==> src/rtl/phy_mdio_sched.sv <==
// MDIO transaction scheduler: arbitrates host register accesses against a periodic
// link-status poll of every PHY, keeping exactly one MDIO transaction in flight.
module phy_mdio_sched #(
    parameter int NR_PHY      = 1,
    parameter int POLL_PERIOD = 100000,
    parameter int POLL_RA     = 1,
    parameter int LINK_BIT    = 2,
    parameter int TIMEOUT     = 4096,
    localparam int PW = (NR_PHY > 1) ? $clog2(NR_PHY) : 1
) (
    input  logic          clk,
    input  logic          rst_n,
    input  logic [PW-1:0] h_pa,
    input  logic [4:0]    h_ra,
    input  logic [15:0]   h_d,
    input  logic          h_rw,
    input  logic          h_req,
    output logic          h_ack,
    output logic [15:0]   h_rd_d,
    output logic          h_rd_dv,
    output logic [PW-1:0] m_mdio_pa,
    output logic [4:0]    m_mdio_ra,
    output logic [15:0]   m_mdio_d,
    output logic          m_mdio_rw,
    output logic          m_mdio_dv,
    input  logic          m_mdio_dr,
    input  logic [15:0]   s_mdio_d,
    input  logic          s_mdio_dv,
    output logic [NR_PHY-1:0] link_up,
    output logic          link_chg,
    output logic          timeout_err
);

    localparam int TW = (POLL_PERIOD > 1) ? $clog2(POLL_PERIOD) : 1;
    localparam int OW = $clog2(TIMEOUT + 1);

    localparam logic [TW-1:0] POLL_LAST = TW'(POLL_PERIOD - 1);
    localparam logic [OW-1:0] TO_LAST   = OW'(TIMEOUT - 1);
    localparam logic [PW-1:0] PHY_LAST  = PW'(NR_PHY - 1);
    localparam logic [4:0]    POLL_RA5  = 5'(POLL_RA);

    typedef enum logic [1:0] {
        IDLE,
        ISSUE,
        WAIT_WR,
        WAIT_RD
    } state_e;

    state_e            state_q,       state_d;
    logic [TW-1:0]     poll_cnt_q,    poll_cnt_d;
    logic              poll_pend_q,   poll_pend_d;
    logic [PW-1:0]     poll_idx_q,    poll_idx_d;
    logic [PW-1:0]     cmd_pa_q,      cmd_pa_d;
    logic [4:0]        cmd_ra_q,      cmd_ra_d;
    logic [15:0]       cmd_d_q,       cmd_d_d;
    logic              cmd_rw_q,      cmd_rw_d;
    logic              cmd_host_q,    cmd_host_d;
    logic              dv_q,          dv_d;
    logic [OW-1:0]     to_cnt_q,      to_cnt_d;
    logic [1:0]        wr_age_q,      wr_age_d;
    logic [NR_PHY-1:0] link_up_q,     link_up_d;
    logic              link_chg_q,    link_chg_d;
    logic [15:0]       h_rd_d_q,      h_rd_d_d;
    logic              h_rd_dv_q,     h_rd_dv_d;
    logic              timeout_err_q, timeout_err_d;

    logic poll_wrap;
    logic xact_ok;
    logic timed_out;
    logic pend_clr;

    // NOTE: every signal written here gets a default first, so no path leaves one
    // unassigned and no latch is inferred.
    always_comb begin
        state_d       = state_q;
        poll_cnt_d    = poll_cnt_q;
        poll_pend_d   = poll_pend_q;
        poll_idx_d    = poll_idx_q;
        cmd_pa_d      = cmd_pa_q;
        cmd_ra_d      = cmd_ra_q;
        cmd_d_d       = cmd_d_q;
        cmd_rw_d      = cmd_rw_q;
        cmd_host_d    = cmd_host_q;
        dv_d          = 1'b0;
        to_cnt_d      = to_cnt_q;
        wr_age_d      = wr_age_q;
        link_up_d     = link_up_q;
        link_chg_d    = 1'b0;
        h_rd_d_d      = h_rd_d_q;
        h_rd_dv_d     = 1'b0;
        timeout_err_d = timeout_err_q;
        h_ack         = 1'b0;
        xact_ok       = 1'b0;
        timed_out     = 1'b0;
        pend_clr      = 1'b0;

        poll_wrap  = (poll_cnt_q == POLL_LAST);
        poll_cnt_d = poll_wrap ? '0 : poll_cnt_q + 1'b1;

        case (state_q)
            IDLE: begin
                to_cnt_d = '0;
                if (h_req) begin
                    h_ack         = 1'b1;
                    cmd_pa_d      = h_pa;
                    cmd_ra_d      = h_ra;
                    cmd_d_d       = h_d;
                    cmd_rw_d      = h_rw;
                    cmd_host_d    = 1'b1;
                    timeout_err_d = 1'b0;
                    state_d       = ISSUE;
                end else if (poll_pend_q) begin
                    cmd_pa_d   = poll_idx_q;
                    cmd_ra_d   = POLL_RA5;
                    cmd_d_d    = '0;
                    cmd_rw_d   = 1'b0;
                    cmd_host_d = 1'b0;
                    state_d    = ISSUE;
                end
            end
            ISSUE: begin
                if (m_mdio_dr) begin
                    dv_d     = 1'b1;
                    wr_age_d = '0;
                    state_d  = cmd_rw_q ? WAIT_WR : WAIT_RD;
                end
            end
            WAIT_WR: begin
                // The master may still show ready right after the command; only trust
                // ready once it has had two cycles to drop.
                if (wr_age_q != 2'd2) begin
                    wr_age_d = wr_age_q + 1'b1;
                end
                if ((wr_age_q == 2'd2) && m_mdio_dr) begin
                    xact_ok = 1'b1;
                end
            end
            WAIT_RD: begin
                if (s_mdio_dv) begin
                    xact_ok = 1'b1;
                end
            end
            default: state_d = IDLE;
        endcase

        if (state_q != IDLE) begin
            to_cnt_d = to_cnt_q + 1'b1;
            if (!xact_ok && (to_cnt_q == TO_LAST)) begin
                timed_out = 1'b1;
                dv_d      = 1'b0;
            end
        end

        if (xact_ok || timed_out) begin
            state_d = IDLE;
            if (cmd_host_q) begin
                if (!cmd_rw_q) begin
                    h_rd_dv_d = 1'b1;
                    h_rd_d_d  = timed_out ? 16'hFFFF : s_mdio_d;
                end
            end else begin
                if (xact_ok) begin
                    for (int i = 0; i < NR_PHY; i++) begin
                        if (cmd_pa_q == PW'(i)) begin
                            link_up_d[i] = s_mdio_d[LINK_BIT];
                        end
                    end
                    link_chg_d = (link_up_d != link_up_q);
                end
                if (poll_idx_q == PHY_LAST) begin
                    poll_idx_d = '0;
                    pend_clr   = 1'b1;
                end else begin
                    poll_idx_d = poll_idx_q + 1'b1;
                end
            end
            if (timed_out) begin
                timeout_err_d = 1'b1;
            end
        end

        // A wrap during an unfinished round is dropped rather than queued.
        if (poll_wrap && !poll_pend_q) begin
            poll_pend_d = 1'b1;
        end else if (pend_clr) begin
            poll_pend_d = 1'b0;
        end
    end

    // NOTE: sequential state uses non-blocking assignments so every flop samples the
    // pre-edge values regardless of statement order.
    always_ff @(posedge clk or negedge rst_n) begin
        if (!rst_n) begin
            state_q       <= IDLE;
            poll_cnt_q    <= '0;
            poll_pend_q   <= 1'b0;
            poll_idx_q    <= '0;
            cmd_pa_q      <= '0;
            cmd_ra_q      <= '0;
            cmd_d_q       <= '0;
            cmd_rw_q      <= 1'b0;
            cmd_host_q    <= 1'b0;
            dv_q          <= 1'b0;
            to_cnt_q      <= '0;
            wr_age_q      <= '0;
            link_up_q     <= '0;
            link_chg_q    <= 1'b0;
            h_rd_d_q      <= '0;
            h_rd_dv_q     <= 1'b0;
            timeout_err_q <= 1'b0;
        end else begin
            state_q       <= state_d;
            poll_cnt_q    <= poll_cnt_d;
            poll_pend_q   <= poll_pend_d;
            poll_idx_q    <= poll_idx_d;
            cmd_pa_q      <= cmd_pa_d;
            cmd_ra_q      <= cmd_ra_d;
            cmd_d_q       <= cmd_d_d;
            cmd_rw_q      <= cmd_rw_d;
            cmd_host_q    <= cmd_host_d;
            dv_q          <= dv_d;
            to_cnt_q      <= to_cnt_d;
            wr_age_q      <= wr_age_d;
            link_up_q     <= link_up_d;
            link_chg_q    <= link_chg_d;
            h_rd_d_q      <= h_rd_d_d;
            h_rd_dv_q     <= h_rd_dv_d;
            timeout_err_q <= timeout_err_d;
        end
    end

    assign m_mdio_pa   = cmd_pa_q;
    assign m_mdio_ra   = cmd_ra_q;
    assign m_mdio_d    = cmd_d_q;
    assign m_mdio_rw   = cmd_rw_q;
    assign m_mdio_dv   = dv_q;
    assign h_rd_d      = h_rd_d_q;
    assign h_rd_dv     = h_rd_dv_q;
    assign link_up     = link_up_q;
    assign link_chg    = link_chg_q;
    assign timeout_err = timeout_err_q;

endmodule
==> config.mk <==
export PLATFORM = sky130hd
export DESIGN_NAME = phy_mdio_sched
export DESIGN_NICKNAME = d
export VERILOG_FILES = /design/src/rtl/phy_mdio_sched.sv
export SDC_FILE = /design/constraint.sdc
export NUM_CORES = 1
export LEC_CHECK = 0
export CAP_MARGIN = 20
export CORE_MARGIN = 8
export CORE_UTILIZATION = 40
export DETAILED_ROUTE_END_ITERATION = 10
export GPL_ROUTABILITY_DRIVEN = 0
export PLACE_DENSITY = 0.68
export SLEW_MARGIN = 20
export SYNTH_ARGS = -nofsm -noshare
export SYNTH_HDL_FRONTEND = slang
export SYNTH_SLANG_ARGS = --single-unit
export TNS_END_PERCENT = 1
==> constraint.sdc <==
create_clock -name clk -period 3.4 [get_ports clk]
set_input_delay 0.51 -clock clk [delete_from_list [all_inputs] [get_ports clk]]
set_output_delay 0.51 -clock clk [all_outputs]
set_load 0.005 [all_outputs]
Word-level counts from Yosys, hierarchy flattened
Cells that the tools add are included.
{"block": "totals", "register_bits": 81, "input_bits": 44, "out_inout_bits": 45, "elab_cells": 107}
{"block": "classes", "addsub": 4, "n_eq_ne": 12, "mux": 53, "bitwise": 2, "n_reduce_logical": 19}
{"cell": "2-to-1 mux 16 bit", "count": 3}
{"cell": "2-to-1 mux 1 bit", "count": 36}
{"cell": "2-to-1 mux 13 bit", "count": 2}
{"cell": "adder 17 x 1 -> 17 bit, second input constant", "count": 1}
{"cell": "equality test 17 bit, second input constant", "count": 1}
{"cell": "2-to-1 mux 17 bit", "count": 1}
{"cell": "adder 13 x 1 -> 13 bit, second input constant", "count": 1}
{"cell": "equality test 13 x 12 -> 1 bit, second input constant", "count": 1}
{"cell": "2-to-1 mux 2 bit", "count": 6}
{"cell": "AND reduction 3 bit", "count": 4}
{"cell": "2-to-1 mux 5 bit", "count": 2}
{"cell": "nonzero test 2 bit", "count": 5}
{"cell": "case mux 2 bit (2 select lines)", "count": 2}
{"cell": "equality test 2 bit, second input constant", "count": 3}
{"cell": "inequality test 2 bit, second input constant", "count": 3}
{"cell": "inequality test 4 bit, second input constant", "count": 1}
{"cell": "AND reduction 2 bit", "count": 2}
{"cell": "logical AND 1 bit", "count": 3}
{"cell": "inequality test 3 bit, second input constant", "count": 1}
{"cell": "nonzero test 3 bit", "count": 1}
{"cell": "adder 2 x 1 -> 2 bit, second input constant", "count": 1}
{"cell": "equality test 2 x 1 -> 1 bit, second input constant", "count": 1}
{"cell": "logical NOT 1 bit", "count": 2}
{"cell": "logical NOT 2 bit", "count": 1}
{"cell": "5 further kinds", "count": 6}

Longest topological paths before layout
{"block": "logic_depth", "word_depth": 14, "ltp_mapped": 7, "ltp_nobuf": 6}

Worst setup path before layout
Ideal clock, no wire load.
{"block": "synth_timing", "path_type": "reg-to-output", "startpoint": "reg state_q[1]", "endpoint": "out h_ack", "arrival_ns": 1.282, "required_time_ns": 2.890, "setup_slack_ns": 1.608, "path_stages_with_launch": 6, "path_buffers": 3, "path_cell_list": "dfrtp_1 > buf_2 > nor2_1 > and2_1 > buf_2 > buf_2"}
{"block": "synth_between", "elab_chain_cells": 2}
{"element": "start, declared", "line_no": "49", "text": "state_e state_q, state_d;"}
{"element": "start signal, assigned", "line_no": "212", "text": "state_q <= state_d;"}
{"element": "logical NOT 2 bit", "line_no": "100", "text": "case (state_q)"}
{"element": "2-to-1 mux 1 bit", "line_no": "100"}
{"element": "end, declared", "line_no": "18", "text": "output logic h_ack,"}
No other way between the ends.

Final worst setup path
Ends and elaborated chain as after synthesis.

==> flow_metrics.env <==
export IMPL_cts_hold_buf=0
export IMPL_fillCellCount=706
export IMPL_yosysSeqAreaShare_pct=59.2
export IMPL_grt_antenna_before_repair=0
export IMPL_pin_count=89
export IMPL_fp_coreArea_um2=8220
export IMPL_async_reset_ff_share_pct=100
export IMPL_yosys_area_share_adder_pct=1.11
export IMPL_rsz0062_at_grt="no"
export IMPL_syn_cell_area_um2=3380
export IMPL_drcViolationCount=0
export IMPL_hpwl_um=5530
export IMPL_die_y_um=108
export IMPL_cts_num_sinks=80
export IMPL_syn2layout_area_growth_pct=34.5
export IMPL_drtIter0Drc=137
export IMPL_cts_tree="done"
export IMPL_max_cap_viol_count=0
export IMPL_setup_tns_ps=0
export IMPL_overflow=0
export IMPL_synth_avg_cell_area_um2=11.0
export IMPL_cp_data_required_time_ps=2890
export IMPL_crit_type="flip-flop to output pin"
export IMPL_wl_met1_um=3770
export IMPL_synth_main_ff_cell="dfrtp_1"
export IMPL_fin_worst_skew_ps=12.8
export IMPL_cp_slowest_stage_delay_ps=500
export IMPL_drv_slew=0
export IMPL_ant_nets=0
export IMPL_highest_layer="met4"
export IMPL_grt_total_usage_pct=14.4
export IMPL_cp_start_kind="flip-flop"
export IMPL_r2r_cells=6
export IMPL_hold_violations=0
export IMPL_min_path_type="input pin to async pin"
export IMPL_clockRootBuffer="clkbuf_8"
export IMPL_finalSetupViolations=0
export IMPL_worst_path_max_delay_cell="clkdlybuf4s50_1"
export IMPL_layout_drive_gt1_share_pct=5.99
export IMPL_cts_setup_buffers=0
export IMPL_reg2reg_slack_ps=1390
export IMPL_vias_per_cell=5.17
export IMPL_synth_seq_cells=80
export IMPL_synth_edf_count=0
export IMPL_fin_nets=445
export IMPL_cp_max_fo=17
export IMPL_die_area_um2=11700
export IMPL_worst_slack_ps=1040
export IMPL_muxShareOfSynthArea_pct=0.629
export IMPL_start_util_pct=41.2
export IMPL_cts_made_buffers=9
export IMPL_clock_latency_ps=340
export IMPL_powerDensity_nw_per_um2=719
export IMPL_portBuffers=88
export IMPL_dpl_cell_area_um2=4370
export IMPL_critPathLaunch="state_q[1]"
export IMPL_ys_warn_count=0
export IMPL_relSlewSlack_pct=51.8
export IMPL_h_tree_depth=3
export IMPL_peakVddDrop_mv=0.359
export IMPL_cts_path_max_buffers=2
export IMPL_num_rows=33
export IMPL_final_common_cell="clkdlybuf4s50_1"
export IMPL_max_freq_mhz=423
export IMPL_status="finished, final reports clean"
export IMPL_arrival_ps=1850
export IMPL_totalWireLength_um=8050
export IMPL_synth_nets=354
export IMPL_grt_max_degree=81
export IMPL_firstDrtPassIters=4
export IMPL_r2r_start="to_cnt_q[0]"
export IMPL_most_common_layout_cells="87 x clkdlybuf4s50_1, 80 x dfrtp_1, 24 x a21oi_1"
export IMPL_cts_resized=0
export IMPL_path_cells="nor2_1 > buf_4 > and2_1 > clkdlybuf4s50_1"
export IMPL_regArea_um2=2000
export IMPL_num_vias=2618
export IMPL_syn_inst=307
export IMPL_synth_simple_area_share_pct=13.4
export IMPL_grt_pass1_wl_um=13600
export IMPL_cp_end_kind="output pin"
export IMPL_num_antenna_cells=0
export IMPL_power_total_w=0.00327
export IMPL_wl_per_cell_um=15.9
export IMPL_wl_met3_um=638
export IMPL_path_clk_slew_ps=80
export IMPL_pre_cts_ws_ps=1220
export IMPL_p_leak_nw=1.96
export IMPL_yosysUniqueCellTypes=42
export IMPL_grt_pass1_vias=2732
export IMPL_crit_path_end="h_ack"
export IMPL_synthXorXnorAreaFrac_pct=5.95
export IMPL_final_cell_area_um2=4550
export IMPL_multi_input_area_um2=1230
export IMPL_r2r_end="poll_pend_q"
export IMPL_route_met2_wl_um=3470
export IMPL_synth_top_family_by_area="compound AO/OA/AOI/OAI gates"
export IMPL_tightestPinTransition_ps=722
export IMPL_synth_compound_area_share_pct=15.1
export IMPL_post_route_min_period_ps=2360
export IMPL_finalCritPeriodShare_pct=69.5
export IMPL_die_w_um=108
-- through the flow --
| step | cells | utilization, % | hold slack (ps) |
|---|---|---|---|
| after floorplan | 307 | - | 214 |
| after global placement | 492 | 53.2 | 451 |
| after detailed placement | 492 | 53.2 | 458 |
| after CTS | 506 | 55.3 | 365 |
| after global routing | 506 | 55.4 | 262 |
| final | 506 | 55.4 | 183 |
-- per-layer routing --
layer | track usage (%) | vias to the layer above
li1 | - | 1264
met1 | 19.2 | 1255
met2 | 21.1 | 85
met3 | 4.10 | 14
met4 | 6.84 | 0
met5 | 0 | -
-- where the power goes --
part,switching (W),leakage (nW),internal [W],total (W)
sequential,0.000203,1.03,0.00122,0.00142
combinational,0.000494,0.836,0.000711,0.00120
clock,0.000320,0.0880,0.000329,0.000649
-- Yosys cell counts (all sizes together) (2+ instances only) --
cell type  count  area (um^2)
a21boi         2         15.0
a21oi         24          120
a22o          22          193
and2           3         18.8
and3           3         20.0
and4           3         26.3
buf            9         51.3
clkbuf         5         18.8
dfrtp         80         2000
ha             3         37.5
inv           23         86.3
nand2         13         48.8
nand2b         3         18.8
nand3          9         45.0
nand4          4         31.3
nor2          23         86.3
nor2b          6         37.5
nor3           5         25.0
nor4           5         31.3
nor4bb         2         20.0
o21ai          6         30.0
o22ai         16          100
or3            3         18.8
xnor2         18          158
xor2           5         43.8
-- kinds of logic after synthesis --
logic type,Yosys count
AOI/OAI and AO/OA,77
and+or+nand+nor,85
xor gates and xnor gates,23
muxes,2
DFF,80
adders and majority gates,3
buffers and inverters,37
-- worst min path at each step --
stage	start	endpoint	slack [ps]	cells after the start
4_1_cts	rst_n	to_cnt_q[2]	360	1
3_5_place_dp	poll_cnt_q[0]	poll_cnt_q[0]	460	1
5_1_grt	rst_n	to_cnt_q[2]	260	1
2_1_floorplan	rst_n	cmd_host_q	210	0
3_3_place_gp	poll_cnt_q[0]	poll_cnt_q[0]	450	1
6_report	rst_n	to_cnt_q[2]	180	1
-- area by class of cell --
cell class	count	share of cell area, %
inverter	23	1.90
sequential	80	44.0
multi-input combinational	190	27.0
clock inverter	4	1.04
clock buffer	10	2.80
timing repair buffer	94	20.4
tap	105	2.89
-- worst max-delay path, delay by kind of cell, from the launching register on --
kind	cells	cell delay, ps
buffers and inverters	2	720
flip-flops	1	480
AND/OR/NAND/NOR	2	310
-- sequential cells by signal, indices dropped and copies added, names as in the netlist, 2 cells and up --
name        count
m_mdio_ra       5
m_mdio_d       16
to_cnt_q       13
poll_cnt_q     17
state_q         2
h_rd_d         16
wr_age_q        2
Note: power is estimated with default switching activity, not from simulation.
